===== config.mk =====
export PLATFORM = sky130hd
export DESIGN_NAME = bcd_convert
export DESIGN_NICKNAME = d
export VERILOG_FILES = /design/src/rtl/bcd_convert.sv
export SDC_FILE = /design/constraint.sdc
export NUM_CORES = 1
export LEC_CHECK = 0
export CAP_MARGIN = 15
export CORE_MARGIN = 1.5
export CORE_UTILIZATION = 30
export DETAILED_ROUTE_END_ITERATION = 10
export PLACE_DENSITY = 0.52
export REMOVE_ABC_BUFFERS = 1
export SLEW_MARGIN = 10
export SYNTH_ARGS = -nofsm -noshare
export SYNTH_HDL_FRONTEND = slang
export SYNTH_SLANG_ARGS = --single-unit

===== constraint.sdc =====
create_clock -name clk -period 2.5 [get_ports clk]
set_input_delay 0.75 -clock clk [delete_from_list [all_inputs] [get_ports clk]]
set_output_delay 0.75 -clock clk [all_outputs]
set_load 0.03 [all_outputs]

===== src/rtl/bcd_convert.sv =====
// Sequential binary-to-BCD converter (shift-add-3, one input bit per clock) with a
// valid/ready input handshake and a one-cycle result strobe. Optional: BCD_BLANK_EN.
module bcd_convert #(
    parameter int WIDTH  = 8,
    parameter int DIGITS = 3
) (
    input  logic                  clk,
    input  logic                  rst,
    input  logic                  in_valid,
    input  logic [WIDTH-1:0]      in_data,
    output logic                  in_ready,
    output logic                  out_valid,
    output logic [4*DIGITS-1:0]   out_bcd,
    output logic                  out_ovf
);

    localparam int BCD_W = 4 * DIGITS;
    localparam int CNT_W = $clog2(WIDTH + 1);

    typedef enum logic [1:0] {
        IDLE  = 2'd0,
        SHIFT = 2'd1,
        DONE  = 2'd2
    } state_t;

    state_t             state_r;
    logic [WIDTH-1:0]   bin_r;
    logic [BCD_W-1:0]   dig_r;
    logic               ovf_r;
    logic [CNT_W-1:0]   cnt_r;
    logic [BCD_W-1:0]   adj_s;

    // Every digit >= 5 is corrected by +3 before the shift, all digits in parallel.
    function automatic logic [BCD_W-1:0] add3(input logic [BCD_W-1:0] d);
        logic [BCD_W-1:0] r;
        r = d;
        for (int i = 0; i < DIGITS; i++) begin
            if (d[4*i +: 4] >= 4'd5) begin
                r[4*i +: 4] = d[4*i +: 4] + 4'd3;
            end else begin
                r[4*i +: 4] = d[4*i +: 4];
            end
        end
        return r;
    endfunction

    // Saturates to all nines on overflow, then optionally blanks leading zeros (never digit 0).
    function automatic logic [BCD_W-1:0] finalize(input logic [BCD_W-1:0] d, input logic ovf);
        logic [BCD_W-1:0] r;
        r = ovf ? {DIGITS{4'd9}} : d;
`ifdef BCD_BLANK_EN
        begin
            logic lead;
            lead = 1'b1;
            for (int i = DIGITS - 1; i >= 1; i--) begin
                if (lead && (r[4*i +: 4] == 4'd0)) begin
                    r[4*i +: 4] = 4'hF;
                end else begin
                    lead = 1'b0;
                end
            end
        end
`endif
        return r;
    endfunction

    // Corrected scratch digits feeding the shift.
    assign adj_s = add3(dig_r);

    // Conversion FSM with registered handshake and result outputs.
    always_ff @(posedge clk) begin
        if (rst) begin
            state_r   <= IDLE;
            bin_r     <= '0;
            dig_r     <= '0;
            ovf_r     <= 1'b0;
            cnt_r     <= '0;
            in_ready  <= 1'b1;
            out_valid <= 1'b0;
            out_bcd   <= '0;
            out_ovf   <= 1'b0;
        end else begin
            out_valid <= 1'b0;
            case (state_r)
                IDLE: begin
                    if (in_valid) begin
                        bin_r    <= in_data;
                        dig_r    <= '0;
                        ovf_r    <= 1'b0;
                        cnt_r    <= CNT_W'(WIDTH);
                        in_ready <= 1'b0;
                        state_r  <= SHIFT;
                    end else begin
                        in_ready <= 1'b1;
                    end
                end
                SHIFT: begin
                    // The bit leaving the top digit is sticky: any loss means overflow.
                    dig_r <= {adj_s[BCD_W-2:0], bin_r[WIDTH-1]};
                    bin_r <= bin_r << 1;
                    ovf_r <= ovf_r | adj_s[BCD_W-1];
                    cnt_r <= cnt_r - CNT_W'(1);
                    if (cnt_r == CNT_W'(1)) begin
                        state_r <= DONE;
                    end else begin
                        state_r <= SHIFT;
                    end
                end
                DONE: begin
                    out_bcd   <= finalize(dig_r, ovf_r);
                    out_ovf   <= ovf_r;
                    out_valid <= 1'b1;
                    in_ready  <= 1'b1;
                    state_r   <= IDLE;
                end
                default: begin
                    in_ready <= 1'b1;
                    state_r  <= IDLE;
                end
            endcase
        end
    end

endmodule


* Word level (Yosys, flattened, before mapping)
Cells that the tools add are included.
** Operators by class
- Add/sub/neg operators :: 4
- Bitwise logic cells :: 1
- Magnitude comparators :: 3
- Multiplexer cells :: 18
- Eq/ne operators :: 4
- Reductions and logical operators :: 3
** Operators by type and width (number)
- $mux 12 :: 2
- $pmux 12 s2 :: 1
- $mux 4 :: 4
- $pmux 8 s2 :: 1
- $add 4x2->4 const B :: 3
- $ge 4x3->1 const B :: 3
- $mux 8 :: 1
- $pmux 4 s2 :: 1
- $eq 4x1->1 const B :: 1
- $mux 2 :: 2
- $pmux 1 s2 :: 2
- $pmux 2 s2 :: 1
- $sub 4x1->4 const B :: 1
- $mux 1 :: 3
- $eq 2x1->1 const B :: 1
- $eq 2x2->1 const B :: 1
- $logic_not 2->1 :: 1
- $ne 2x2->1 const B :: 1
- $reduce_and 2->1 :: 1
- $reduce_bool 2->1 :: 1
- $or 1x1->1 :: 1
** Storage, ports and cells
- Flip-flop bits (word level) :: 42
- Logic and storage cells :: 42
- Input bits :: 11
- Output and inout port bits :: 15

* Longest topological paths before layout
Gate-level depths: netlist of run 1.
- Word-level depth :: 4
- Gate-level depth with buffers :: 6
- Gate-level depth less buffers :: 6

* Worst setup path before layout of run 1
Ideal clock, no wire load.
- Path kind :: input-to-reg
- From :: input port in_valid
- To :: register ovf_r
- Stages :: 3
- Setup time :: 0.132 ns
- Setup slack :: 0.911 ns
- Arrival :: 1.457 ns
- Buffers on the path :: 0
- Data required time :: 2.368 ns
- Cell sequence :: or3b_2 > a32oi_1 > a21oi_1
** Between the ends
- Longest elaborated chain between the ends :: 2
** RTL lines
- start: declaration :: RTL line 9 : input logic in_valid,
- $ne 2x2->1 (no line)
- $reduce_and 2->1 (no line)
- end signal: assignment :: RTL line 101 : ovf_r <= ovf_r | adj_s[BCD_W-1];
- end: declaration :: RTL line 29 : logic ovf_r;
Every way passes these cells.
A chain may end at the register's enable or synchronous reset.

* Worst setup path in the final report of run 1
- From :: input port in_valid
- To :: register bin_r[1]
** Between the ends
- Longest elaborated chain between the ends :: 2
** RTL lines
- $ne 2x2->1 (no line)
- $reduce_and 2->1 (no line)
- end signal: assignment :: RTL line 87 : bin_r <= in_data;
- end signal: assignment :: RTL line 100 : bin_r <= bin_r << 1;
- end: declaration :: RTL line 27 : logic [WIDTH-1:0] bin_r;
Every way passes these cells.

==> results of run 1 <==
-- where the power goes --
part           internal, µW  switching, µW  total (µW)
sequential              698           27.2         725
clock                   320            227         546
combinational          77.2           91.7         169
total                  1090            346        1440
-- per-layer routing --
layer	GRT usage	vias to the layer above	wire length, µm
met5	0	-	0
met4	0.0661	0	86
met3	0.0300	9	182
met2	0.212	35	1670
met1	0.190	712	2060
li1	-	796	-
-- cell usage in the layout, fill, tap and decap left out, drive strengths merged, types with 4 or more instances in the layout --
master and n:
a21oi 18, a22o 4, a22oi 4, buf 6
clkbuf 6, clkdlybuf4s50 25, dfxtp 42, ha 8
inv 10, nand2 21, nand2b 6, nand3b 4
nor2 28, nor3 20, o21ai 11
-- layout make-up --
cell class                 count  area share
clock buffer                   6      0.0359
clock inverter                 1      0.0130
inverter                      10      0.0163
multi-input combinational    155       0.401
sequential                    42       0.365
tap                           75      0.0407
timing repair buffer          31       0.128
-- worst min-delay path: stages, from the launching register on --
cell and delay, ns:
dfxtp_1 0.31, nand2_1 0.05, nand2_1 0.04
-- state kept, by name, indices dropped and copies added (netlist names) --
name	count
bin_r	8
cnt_r	4
dig_r	12
in_ready	1
out_bcd	12
out_ovf	1
out_valid	1
ovf_r	1
state_r	2
-- how the worst max path moves through the flow --
stage	start	to	slack (ns)	depth (start not counted)
after floorplan	in_valid	bin_r[1]	0.78	4
after global placement	in_valid	bin_r[1]	0.04	5
after detailed placement	in_valid	bin_r[1]	0.03	5
after CTS	in_valid	bin_r[1]	0.34	5
after global routing	in_valid	dig_r[8]	0.25	5
final	in_valid	bin_r[1]	0.35	5
-- per-stage QoR --
| stage | total power (µW) | area [µm²] |
|---|---|---|
| after CTS | 1460 | 2300 |
| after global routing | 1520 | 2300 |
| final | 1440 | 2300 |
| after detailed placement | 912 | 2190 |
| after global placement | 910 | 2190 |
| after floorplan | 838 | 1800 |
-- cells by family after synthesis --
| logic type | synth area share |
|---|---|
| multiplexers | 0.0223 |
| XOR/XNOR | 0.0236 |
| AND/OR/NAND/NOR | 0.244 |
| flip-flops | 0.454 |
| adder cells (fa/ha/maj) | 0.0540 |
| AO/OA/AOI/OAI | 0.154 |
| buffers and inverters | 0.0479 |
==> flow_metrics.env, run 1 <==
export IMPL_status="completed"
export IMPL_pin_count=26
export IMPL_fin_cells=320
export IMPL_drtPass1Iterations=4
export IMPL_maxSlewViolCount=0
export IMPL_drcViolationCount=0
export IMPL_holdCritStartpoint="bin_r[2]"
export IMPL_rows=28
export IMPL_hold_buffers=0
export IMPL_vdd_drop_max_mv=0.276
export IMPL_place_congestion=0.732
export IMPL_wl_per_cell_um=12.5
export IMPL_leakage_uw=0.000862
export IMPL_criticalPathCategory="in -> reg"
export IMPL_fmax_mhz=465
export IMPL_min_path_type="reg -> reg"
export IMPL_cts_max_path_buffers=2
export IMPL_synth_async_sr_flop_share=0
export IMPL_rrSetupSlack_ns=0.68
export IMPL_cts_setup_buffers=0
export IMPL_fin_skew_ns=0.00573
export IMPL_avgSynthCellArea_um2=8.54
export IMPL_start_kind="input port"
export IMPL_synth_top_area_cell="dfxtp_1"
export IMPL_clk_latency_ns=0.29
export IMPL_setup_violations=0
export IMPL_final_setup_tns_ns=0
export IMPL_die_area_um2=6660
export IMPL_synth_cells=217
export IMPL_antenna_cells=0
export IMPL_via_per_inst=4.85
export IMPL_period_minus_slack_ns=2.15
export IMPL_initial_core_util=0.311
export IMPL_crit_chain="clkdlybuf4s50_1 > o21ba_2 > nor2_1 > a22oi_1 > nand2_1"
export IMPL_cp_required_ns=2.74
export IMPL_final_setup_worst_slack_ns=0.348
export IMPL_syn_cell_area_um2=1850
export IMPL_cts_buffers=5
export IMPL_drive_gt1_frac=0.0735
export IMPL_rsz0062_at_grt="no"
export IMPL_grt_pass1_vias=1487
export IMPL_grt_max_degree=18
export IMPL_cts_root_buf="clkbuf_8"
export IMPL_reg2reg_to="bin_r[1]"
export IMPL_die_w_um=81.6
export IMPL_drt_antenna_violating_nets=0
export IMPL_path_max_fanout=13
export IMPL_grt_antenna_before_repair=0
export IMPL_yosys_most_used_dff="dfxtp_1"
export IMPL_drt_wl_total_um=4000
export IMPL_post_route_period_util=0.861
export IMPL_worst_pin_slew_ns=0.928
export IMPL_n_fill_cell=633
export IMPL_yosysMostFrequentCell="dfxtp_1"
export IMPL_placed_cells_incl_taps=313
export IMPL_grt_pass1_wl_um=7090
export IMPL_ys_types=38
export IMPL_crit_reg2reg_launch="state_r[0]"
export IMPL_max_stage_delay_ns=0.70
export IMPL_post_cts_resized=0
export IMPL_synthTopCellsByArea="dfxtp_1 (45%), nor2_1 (5.5%), ha_1 (5.4%), nor3_1 (5.4%), a21oi_1 (4.9%)"
export IMPL_synth_edf_count=0
export IMPL_crit_arrival_ns=2.39
export IMPL_dp_hpwl_um=2760
export IMPL_htree_levels=2
export IMPL_vias=1552
export IMPL_overflow=0
export IMPL_clk_pin_slew_worst_paths_ns=0.07
export IMPL_r2r_cells=4
export IMPL_clock_sinks=42
export IMPL_crit_buf_inv=1
export IMPL_place_ws_ns=0.0264
export IMPL_cts_tree="done"
export IMPL_grt_usage=0.140
export IMPL_io_buffer_count=25
export IMPL_synth_common_cells="dfxtp_1 (42), nor2_1 (27), nand2_1 (21), nor3_1 (20), a21oi_1 (18)"
export IMPL_hold_ws_ns=0.447
export IMPL_multi_input_area_um2=923
export IMPL_critPathCaptureType="flop"
export IMPL_register_area_um2=841
export IMPL_holdPathEnd="bin_r[3]"
export IMPL_hold_viol=0
export IMPL_area_growth_pct=24.3
export IMPL_power_density_nw_per_um2=625
export IMPL_maxCapViolations=0
export IMPL_drt_iter0_drc=50
export IMPL_netlist_area_leader_share=0.454
export IMPL_coreArea_um2=5960
export IMPL_maxSlewHeadroom=0.379
export IMPL_nets=264
export IMPL_hold_depth=2
export IMPL_die_y_um=81.6
export IMPL_critical_path_slowest_cell="nor2_1"
export IMPL_ys_warnings_count=0
export IMPL_ys_seq_elements=42
export IMPL_final_util=0.387
export IMPL_crit_family="simple AND/OR/NAND/NOR gates"
export IMPL_seq_area_frac_synth=0.454
Note: power is estimated with default switching activity, not from simulation.
==> run 2, diff against run 1 <==
--- a/config.mk
+++ b/config.mk
@@ -8,6 +8,7 @@
 export CAP_MARGIN = 15
 export CORE_MARGIN = 1.5
 export CORE_UTILIZATION = 30
+export CTS_CLUSTER_SIZE = 24
 export DETAILED_ROUTE_END_ITERATION = 10
 export PLACE_DENSITY = 0.52
 export REMOVE_ABC_BUFFERS = 1
==> results of run 2 <==
Final layout, timing and power as in run 1 (identical DEF).
==> run 3, diff against run 2 <==
--- a/config.mk
+++ b/config.mk
@@ -11,7 +11,6 @@
 export CTS_CLUSTER_SIZE = 24
 export DETAILED_ROUTE_END_ITERATION = 10
 export PLACE_DENSITY = 0.52
-export REMOVE_ABC_BUFFERS = 1
 export SLEW_MARGIN = 10
 export SYNTH_ARGS = -nofsm -noshare
 export SYNTH_HDL_FRONTEND = slang
==> run 3 against run 2 <==
  * Die area unchanged
  * Clock skew down 0.00077 ns
  * Flip-flop and latch count did not move
  * Sequential power about the same
  * Non-clock buffer count fell by 1
  * Largest cell class unchanged
  * Critical path depth down 4
  * Critical path type is now reg -> out
  * Sequential share of layout area is 0.46 points higher
  * Count of clock-buffer cells in the layout up 1
  * Core utilization decreased by 0.48 points
  * Via count fell by 0.52%
  * Global-route usage grew 0.063 points
==> flow_metrics.env, run 3 (synthesized netlist as in run 1, its figures left out) <==
export IMPL_status="completed"
export IMPL_nets=263
export IMPL_grt_usage=0.141
export IMPL_hold_viol=0
export IMPL_maxSlewHeadroom=0.587
export IMPL_power_density_nw_per_um2=593
export IMPL_antenna_cells=0
export IMPL_vias=1544
export IMPL_post_route_period_util=0.826
export IMPL_grt_antenna_before_repair=0
export IMPL_cts_tree="done"
export IMPL_r2r_cells=4
export IMPL_final_setup_tns_ns=0
export IMPL_reg2reg_to="dig_r[6]"
export IMPL_maxSlewViolCount=0
export IMPL_place_area_um2=2180
export IMPL_drcViolationCount=0
export IMPL_multi_input_area_um2=923
export IMPL_fmax_mhz=484
export IMPL_finalInstanceArea_um2=2270
export IMPL_crit_buf_inv=1
export IMPL_period_minus_slack_ns=2.06
export IMPL_final_common_cell="dfxtp_1"
export IMPL_htree_levels=2
export IMPL_layout_common_cells="dfxtp_1 (42), nor2_1 (27), clkdlybuf4s50_1 (25), nand2_1 (21), nor3_1 (20)"
export IMPL_rows=28
export IMPL_die_y_um=81.6
export IMPL_hold_buffers=0
export IMPL_pin_count=26
export IMPL_cp_required_ns=1.75
export IMPL_setup_violations=0
export IMPL_io_buffer_count=25
export IMPL_grt_pass1_vias=1497
export IMPL_clock_sinks=42
export IMPL_cts_setup_buffers=0
export IMPL_grt_max_degree=18
export IMPL_crit_arrival_ns=1.31
export IMPL_leakage_uw=0.000849
export IMPL_crit_path_end="out_bcd[0]"
export IMPL_rsz0062_at_grt="no"
export IMPL_overflow=0
export IMPL_criticalPathCategory="reg -> out"
export IMPL_min_path_type="reg -> reg"
export IMPL_critPathCaptureType="output pin"
export IMPL_start_kind="flop"
export IMPL_max_stage_delay_ns=0.67
export IMPL_worst_pin_slew_ns=0.620
export IMPL_vdd_drop_max_mv=0.305
export IMPL_initial_core_util=0.311
export IMPL_n_fill_cell=652
export IMPL_crit_start="out_bcd[0]"
export IMPL_crit_family="buffers and inverters"
export IMPL_critical_path_slowest_cell="clkdlybuf4s50_1"
export IMPL_coreArea_um2=5960
export IMPL_clk_latency_ns=0.30
export IMPL_top_regs="dig_r (12), out_bcd (12), bin_r (8)"
export IMPL_syn_nets=236
export IMPL_drtPass1Iterations=4
export IMPL_cts_max_path_buffers=2
export IMPL_die_w_um=81.6
export IMPL_fin_cells=320
export IMPL_cts_root_buf="clkbuf_8"
export IMPL_crit_reg2reg_launch="state_r[0]"
export IMPL_path_max_fanout=2
export IMPL_wl_per_cell_um=12.9
export IMPL_drt_wl_total_um=4140
export IMPL_post_cts_resized=0
export IMPL_crit_chain="clkdlybuf4s50_1"
export IMPL_rrSetupSlack_ns=0.83
export IMPL_area_growth_pct=22.8
export IMPL_clk_pin_slew_worst_paths_ns=0.08
export IMPL_placed_cells_incl_taps=312
export IMPL_die_area_um2=6660
export IMPL_grt_pass1_wl_um=7090
export IMPL_drt_antenna_violating_nets=0
export IMPL_dp_hpwl_um=2940
export IMPL_via_per_inst=4.83
export IMPL_path_depth=1
export IMPL_fin_skew_ns=0.00496
export IMPL_maxCapViolations=0
export IMPL_place_congestion=0.758
export IMPL_cts_buffers=5
export IMPL_register_area_um2=841
export IMPL_drt_iter0_drc=38
export IMPL_drive_gt1_frac=0.0694
## run 3: cell types whose count changed in the layout (fill, tap and decap cells not counted), sizes merged
cell    previous run  this run
buf                6         5
bufinv             1         0
clkbuf             6         7
clkinv             0         1
## run 3: worst reg2reg max path, delay by kind of cell, from the launching register on
| family | cells | cell delay [ns] |
|---|---|---|
| simple gates | 1 | 0.12 |
| buf+inv | 1 | 0.21 |
| compound gates | 2 | 0.56 |
| flops | 1 | 0.68 |
## run 3: layout make-up
| type | count | area share |
|---|---|---|
| multi-input cells | 155 | 0.406 |
| flip-flops and latches | 42 | 0.370 |
| repair buffers | 30 | 0.127 |
| well taps | 75 | 0.0413 |
| clock buffers | 7 | 0.0380 |
| inverters | 10 | 0.0165 |
| clock inverters | 1 | 0.00220 |
## run 3: per-layer routing
| layer | global-route usage | up-vias | wire length (µm) |
|---|---|---|---|
| met5 | 0 | - | 0 |
| met4 | 0.0559 | 0 | 61 |
| met3 | 0.0467 | 4 | 201 |
| met2 | 0.210 | 36 | 1730 |
| met1 | 0.187 | 711 | 2140 |
| li1 | - | 793 | - |
## run 3: worst min path at each step
stage | from | slack, ns | endpoint | depth (start not counted)
after global placement | bin_r[1] | 0.44 | bin_r[2] | 2
after global routing | out_ovf | 0.47 | out_ovf | 2
after CTS | bin_r[1] | 0.45 | bin_r[2] | 2
final | bin_r[1] | 0.45 | bin_r[2] | 2
after floorplan | bin_r[1] | 0.42 | bin_r[2] | 2
after detailed placement | bin_r[1] | 0.44 | bin_r[2] | 2
## run 3: power breakdown
part	internal [µW]	total, µW	switching, µW
Combinational	75.3	165	89.5
Sequential	698	727	29.2
Clock	223	458	235
## run 3: metrics by stage
step           hold slack, ns  setup WS [ns]   util  power, µW
4_1_cts                 0.449          0.420  0.382       1370
5_1_grt                 0.473          0.381  0.382       1420
3_3_place_gp            0.439          0.285  0.367        909
3_5_place_dp            0.443          0.240  0.367        909
6_report                0.450          0.435  0.382       1350
2_1_floorplan           0.416          0.911      -        848
==> RTL change 1 (config.mk and constraints of run 1) <==
Put one more register stage on the output `out_ovf`, cleared by the reset. The value now appears one clock later. The other outputs are not delayed to match.
--- a/src/rtl/bcd_convert.sv
+++ b/src/rtl/bcd_convert.sv
@@ -23,4 +23,6 @@
         DONE  = 2'd2
     } state_t;
+
+    logic out_ovf_s0;
 
     state_t             state_r;
@@ -79,5 +81,5 @@
             out_valid <= 1'b0;
             out_bcd   <= '0;
-            out_ovf   <= 1'b0;
+            out_ovf_s0 <= 1'b0;
         end else begin
             out_valid <= 1'b0;
@@ -109,5 +111,5 @@
                 DONE: begin
                     out_bcd   <= finalize(dig_r, ovf_r);
-                    out_ovf   <= ovf_r;
+                    out_ovf_s0 <= ovf_r;
                     out_valid <= 1'b1;
                     in_ready  <= 1'b1;
@@ -122,4 +124,12 @@
     end
 
+    always_ff @(posedge clk) begin
+        if (rst) begin
+            out_ovf <= '0;
+        end else begin
+            out_ovf <= out_ovf_s0;
+        end
+    end
+
 endmodule
 
Function: same outputs for any inputs over 10 cycles, from zero or initial values and one cycle with rst high; that may be too few to reach the edited logic, so the function may still have changed.
==> RTL change 1 against run 1 <==
- core utilization shrank 0.22 points
- cell count grew 4.1%
- total power grew 4.2%
- routed wire length grew 16%
- clock power grew 3.8%
- largest power group unchanged
- non-clock buffer count grew 3
- largest cell class unchanged
- worst setup slack gained 0.091 ns
- design area grew 6.6%
- area after synthesis grew 7.2%
- global-route usage shrank 0.28 points
- combinational power grew 14%
- sequential cell count grew 1
- sequential share of layout area shrank 1.5 points
==> RTL change 1: results (changes against run 1) <==
The violation count after the first detailed-routing iteration came to 74 (+48%). The count of nets after finishing was 274 (+3.8%). The relative contribution of combinational cells to total power came out at 12.8% (+1.1 points). The final weighted congestion in routability-driven placement came out at 0.793 (+8.4%).

The number of global-route vias before repair came out at 1685 (+13%). The arrival time at the worst endpoint came out at 1.31 ns (-1.08 ns). The ratio of routed vias to standard cells came to 5.17 (+6.5%).

The worst hold path begins at out_bcd[6]$_SDFFE_PP0P_. The worst reg2reg path startpoint is dig_r[8]$_SDFFE_PP0P_. The run finished with clean final reports. The count of mapped cells out of synthesis came out at 227 (+4.6%). The post-placement worst setup slack is 0.356 ns (+0.330 ns).

The path with the worst hold slack has its endpoint at out_bcd[6]$_SDFFE_PP0P_. The area of placed instances is 2340 um^2 (+6.7%). The sum of net half-perimeters after detailed placement came out at 3.29 mm (+19%). The endpoint identified for the worst register-to-register timing path is ovf_r$_SDFFE_PP0P_. The biggest cell delay along the critical path came out at 0.67 ns (-0.03 ns). The pin count of the biggest net entering global routing was 20 (+2).

The number of distinct library cells after synthesis is 39 (+2.6%). The share of total power in sequential cells is 49.4% (-0.9 points). The overall track demand over capacity in global routing is 13.8% (-0.28 points).

The setup slack of the critical path after layout is 0.439 ns (+0.0907 ns). The count of filler cells inserted in the layout is 661 (+4.4%). The first-pass GRT wire length came out at 8.08 mm (+14%). In the post-synthesis netlist, the biggest area contributors are sky130_fd_sc_hd__dfxtp_1, sky130_fd_sc_hd__ha_1, sky130_fd_sc_hd__nand3_1. The clock-pin slew on the worst setup and hold paths is 0.09 ns (+0.02 ns). The actual transition at the worst max-transition pin is 0.637 ns (-0.290 ns). The biggest fanout along the worst timing path came out at 2 (-11). The slowest cell on the critical path is sky130_fd_sc_hd__clkdlybuf4s50_1. The peak supply drop is 0.000323 V (+17%). Grouping stages by cell kind, the critical path spends the most delay in buffers and inverters. The static leakage came out at 0.822 nW (-4.7%).

The layout cell share with drive strength beyond 1 is 8.98% (+1.6 points). The final worst clock skew is 0.00667 ns (+0.000936 ns). The register-to-register path setup slack was 0.72 ns (+0.04 ns).
==> RTL change 1: changes by cell type after synthesis, sizes merged, moves of 6 or more <==
cell,run 1,this run
o2111ai,0,6
inv,10,20
o211ai,0,6
nand3,3,20
nor3,20,1
a311oi,0,7
nor2,28,14
==> RTL change 1: per-layer routing <==
metal | share of wire [%] | global-route usage [%] | up-vias
li1 | - | - | 869
met1 | 51 | 19.0 | 811
met2 | 45 | 22.5 | 38
met3 | 3.5 | 2.65 | 2
met4 | 0.41 | 2.79 | 0
met5 | 0 | 0 | -
==> RTL change 1: layout make-up <==
cell class / instances / share of cell area (%)
Multi-Input combinational cell: 151 / 40.2
Sequential cell: 43 / 35.0
Timing Repair Buffer: 34 / 12.9
Tap cell: 77 / 3.92
Clock buffer: 6 / 3.36
Inverter: 20 / 3.06
Clock inverter: 2 / 1.43
==> RTL change 1: kinds of logic after synthesis <==
logic type                 after synthesis  share of synthesized area, %
buffers and inverters                   33                          6.87
AOI/OAI and AO/OA                       69                          24.3
xor gates and xnor gates                 2                         0.882
and+or+nand+nor                         71                          19.0
muxes                                    1                         0.504
adders and majority gates                8                          5.04
DFF                                     43                          43.4
==> RTL change 1: tightest hold or removal path, cell delays in order, from the launching register on <==
cell and delay, ns:
sky130_fd_sc_hd__dfxtp_1 0.31, sky130_fd_sc_hd__nand2_1 0.05, sky130_fd_sc_hd__a21oi_1 0.05
==> RTL change 1: per-stage QoR <==
step	std cells	util [%]	hold WS, ns
floorplan	214	-	0.430
global placement	325	36.6	0.443
detailed placement	325	36.6	0.443
CTS	333	38.5	0.455
global route	333	38.5	0.473
finish	333	38.5	0.452
==> RTL change 2 (settings of run 1) <==
Without the edit above. `WIDTH`: 8 -> 32.
--- a/src/rtl/bcd_convert.sv
+++ b/src/rtl/bcd_convert.sv
@@ -2,5 +2,5 @@
 // valid/ready input handshake and a one-cycle result strobe. Optional: BCD_BLANK_EN.
 module bcd_convert #(
-    parameter int WIDTH  = 8,
+    parameter int WIDTH  = 32,
     parameter int DIGITS = 3
 ) (
Ports: changed (resized in_data); port bits go from 26 to 50. The function was not compared with the original's and may differ.
==> RTL change 2 against run 1 <==
- sequential share of layout area is 0.80 points higher
- routed wire length is 65% higher
- count of clock-buffer cells in the layout is 7 higher
- core utilization is 0.64 points higher
- design area is 58% higher
- sequential cell count is 26 higher
- largest cell class unchanged
- area after synthesis is 56% higher
- critical path depth is 4 lower
- register-to-register slack hardly changed
- clock power is 47% higher
- worst setup slack better by 0.049 ns
- largest power group unchanged
- total power is 58% higher
==> RTL change 2: results (changes against run 1) <==
The first-pass GRT wire length came out at 10.9 mm (+53%). The number of cells in the design after placement is 491 (+57%). The setup slack of the critical path after layout is 0.397 ns (+0.0493 ns).

The depth of the CTS H-tree is 3 (+1). The violation count after the first detailed-routing iteration is 85 (+70%). The ratio of routed vias to standard cells is 4.89 (+0.73%). The proportion of synthesized chip area in sequential cells came to 47.1% (+1.7 points). The pin count of the biggest net entering global routing was 46 (+28). The biggest fanout along the worst timing path came to 2 (-11). The number of buffers created by CTS is 9 (+4). The multiplexer fraction of the synthesized cell area came out at 2.85% (+0.63 points).

The most critical setup path has its endpoint at out_bcd[0]. The number of distinct library cells after synthesis came out at 33 (-13%). The post-placement worst setup slack came out at -0.227 ns (-0.254 ns). The largest registers in the layout are bin_r: 32 flops, dig_r: 12 flops, out_bcd: 12 flops. The final weighted congestion in routability-driven placement came out at 0.699 (-4.5%). The number of global-route vias before repair is 2339 (+57%). The final wirelength came out at 6.59 mm (+65%). The net switching power is 0.000601 W (+74%).

The worst register-to-register path ends at cnt_r[3]$_SDFFE_PP0P_. The arrival time at the worst endpoint came out at 1.35 ns (-1.04 ns). The static leakage came out at 1.28 nW (+48%).

The layout cell share with drive strength beyond 1 is 6.90% (-0.45 points). The count of mapped cells out of synthesis is 335 (+54%). The worst min-delay path startpoint is out_bcd[10]$_SDFFE_PP0P_.

The kind of cell with the highest combined delay along the critical path is buffers and inverters. The adder and majority cell fraction of the synthesized area is 3.46% (-1.9 points). The worst slew margin relative to its limit is 44.0% (+6.1 points).

The count of nets after finishing came to 416 (+58%). The most critical setup path has its startpoint at out_bcd[0]$_SDFFE_PP0P_. The peak supply drop is 0.000215 V (-22%). The relative contribution of combinational cells to total power is 13.4% (+1.7 points). Ranked by instance count, the synthesized netlist is headed by sky130_fd_sc_hd__dfxtp_1, sky130_fd_sc_hd__a21oi_1, sky130_fd_sc_hd__nand2_1, sky130_fd_sc_hd__a22oi_1, sky130_fd_sc_hd__nor3_1. The endpoint of the worst hold-timing path is out_bcd[10]$_SDFFE_PP0P_. The sum of net half-perimeters after detailed placement came out at 4.14 mm (+50%). The run finished with clean final reports.

The share of total power in sequential cells came out at 51.5% (+1.2 points). In this run the critical register-to-register path is launched from state_r[1]$_SDFFE_PP0P_. The post-synthesis xor/xnor area fraction came to 0.303% (-2.1 points).

The number of port buffers is 49 (+96%). The biggest cell delay along the critical path came out at 0.67 ns (-0.03 ns). On the critical path, the stage with the largest delay is an instance of sky130_fd_sc_hd__clkdlybuf4s50_1. The area fraction in compound gates after synthesis came out at 21.9% (+6.5 points).

The final worst clock skew is 0.00678 ns (+0.00104 ns).
[RTL change 2: changes by cell type in the layout (fill, tap and decap cells not counted), moves of 3 or more]
cell and change:
sky130_fd_sc_hd__dfxtp_1 +26, sky130_fd_sc_hd__nand3_1 +3, sky130_fd_sc_hd__a21oi_1 +33, sky130_fd_sc_hd__clkbuf_8 +5, sky130_fd_sc_hd__o21ai_0 -4, sky130_fd_sc_hd__nand2_1 +21, sky130_fd_sc_hd__clkdlybuf4s50_1 +23, sky130_fd_sc_hd__nor3_1 +3
sky130_fd_sc_hd__nor2_1 -6, sky130_fd_sc_hd__o41ai_1 +3, sky130_fd_sc_hd__a22oi_1 +28, sky130_fd_sc_hd__mux2i_1 +3
[RTL change 2: per-layer routing]
layer / up-vias / global-route usage, % / share of wire [%]
met2: 49 / 21.4 / 46
met5: - / 0 / 0
met4: 0 / 5.24 / 1.4
met3: 8 / 5.66 / 4.3
met1: 1142 / 16.9 / 48
li1: 1273 / - / -
[RTL change 2: logic make-up (layout without fill, tap and decap cells)]
kind of cell    after synthesis  count (layout)
mux                           8               8
buf+inv                      35              77
flops                        68              68
compound gates              102             102
simple gates                113             113
fa+ha+maj                     8               8
xor+xnor                      1               1
[RTL change 2: cell type report]
class | instances | area, um^2
inverters | 8 | 30.0
multi-input cells | 232 | 1390
flip-flops and latches | 68 | 1360
well taps | 129 | 161
clock buffers | 13 | 159
repair buffers | 54 | 536
clock inverters | 2 | 10.0
fillers | 988 | 5630
[RTL change 2: repair_timing]
item	CTS	global route
setup endpoints to repair	0	1
endpoints found under the hold margin	0	0
hold buffers	0	0
resized for setup	0	1
[RTL change 2: tightest hold or removal path: stages, from the launching register on]
cell and delay, ns:
sky130_fd_sc_hd__dfxtp_1 0.31, sky130_fd_sc_hd__nand2_1 0.05, sky130_fd_sc_hd__a21oi_1 0.05
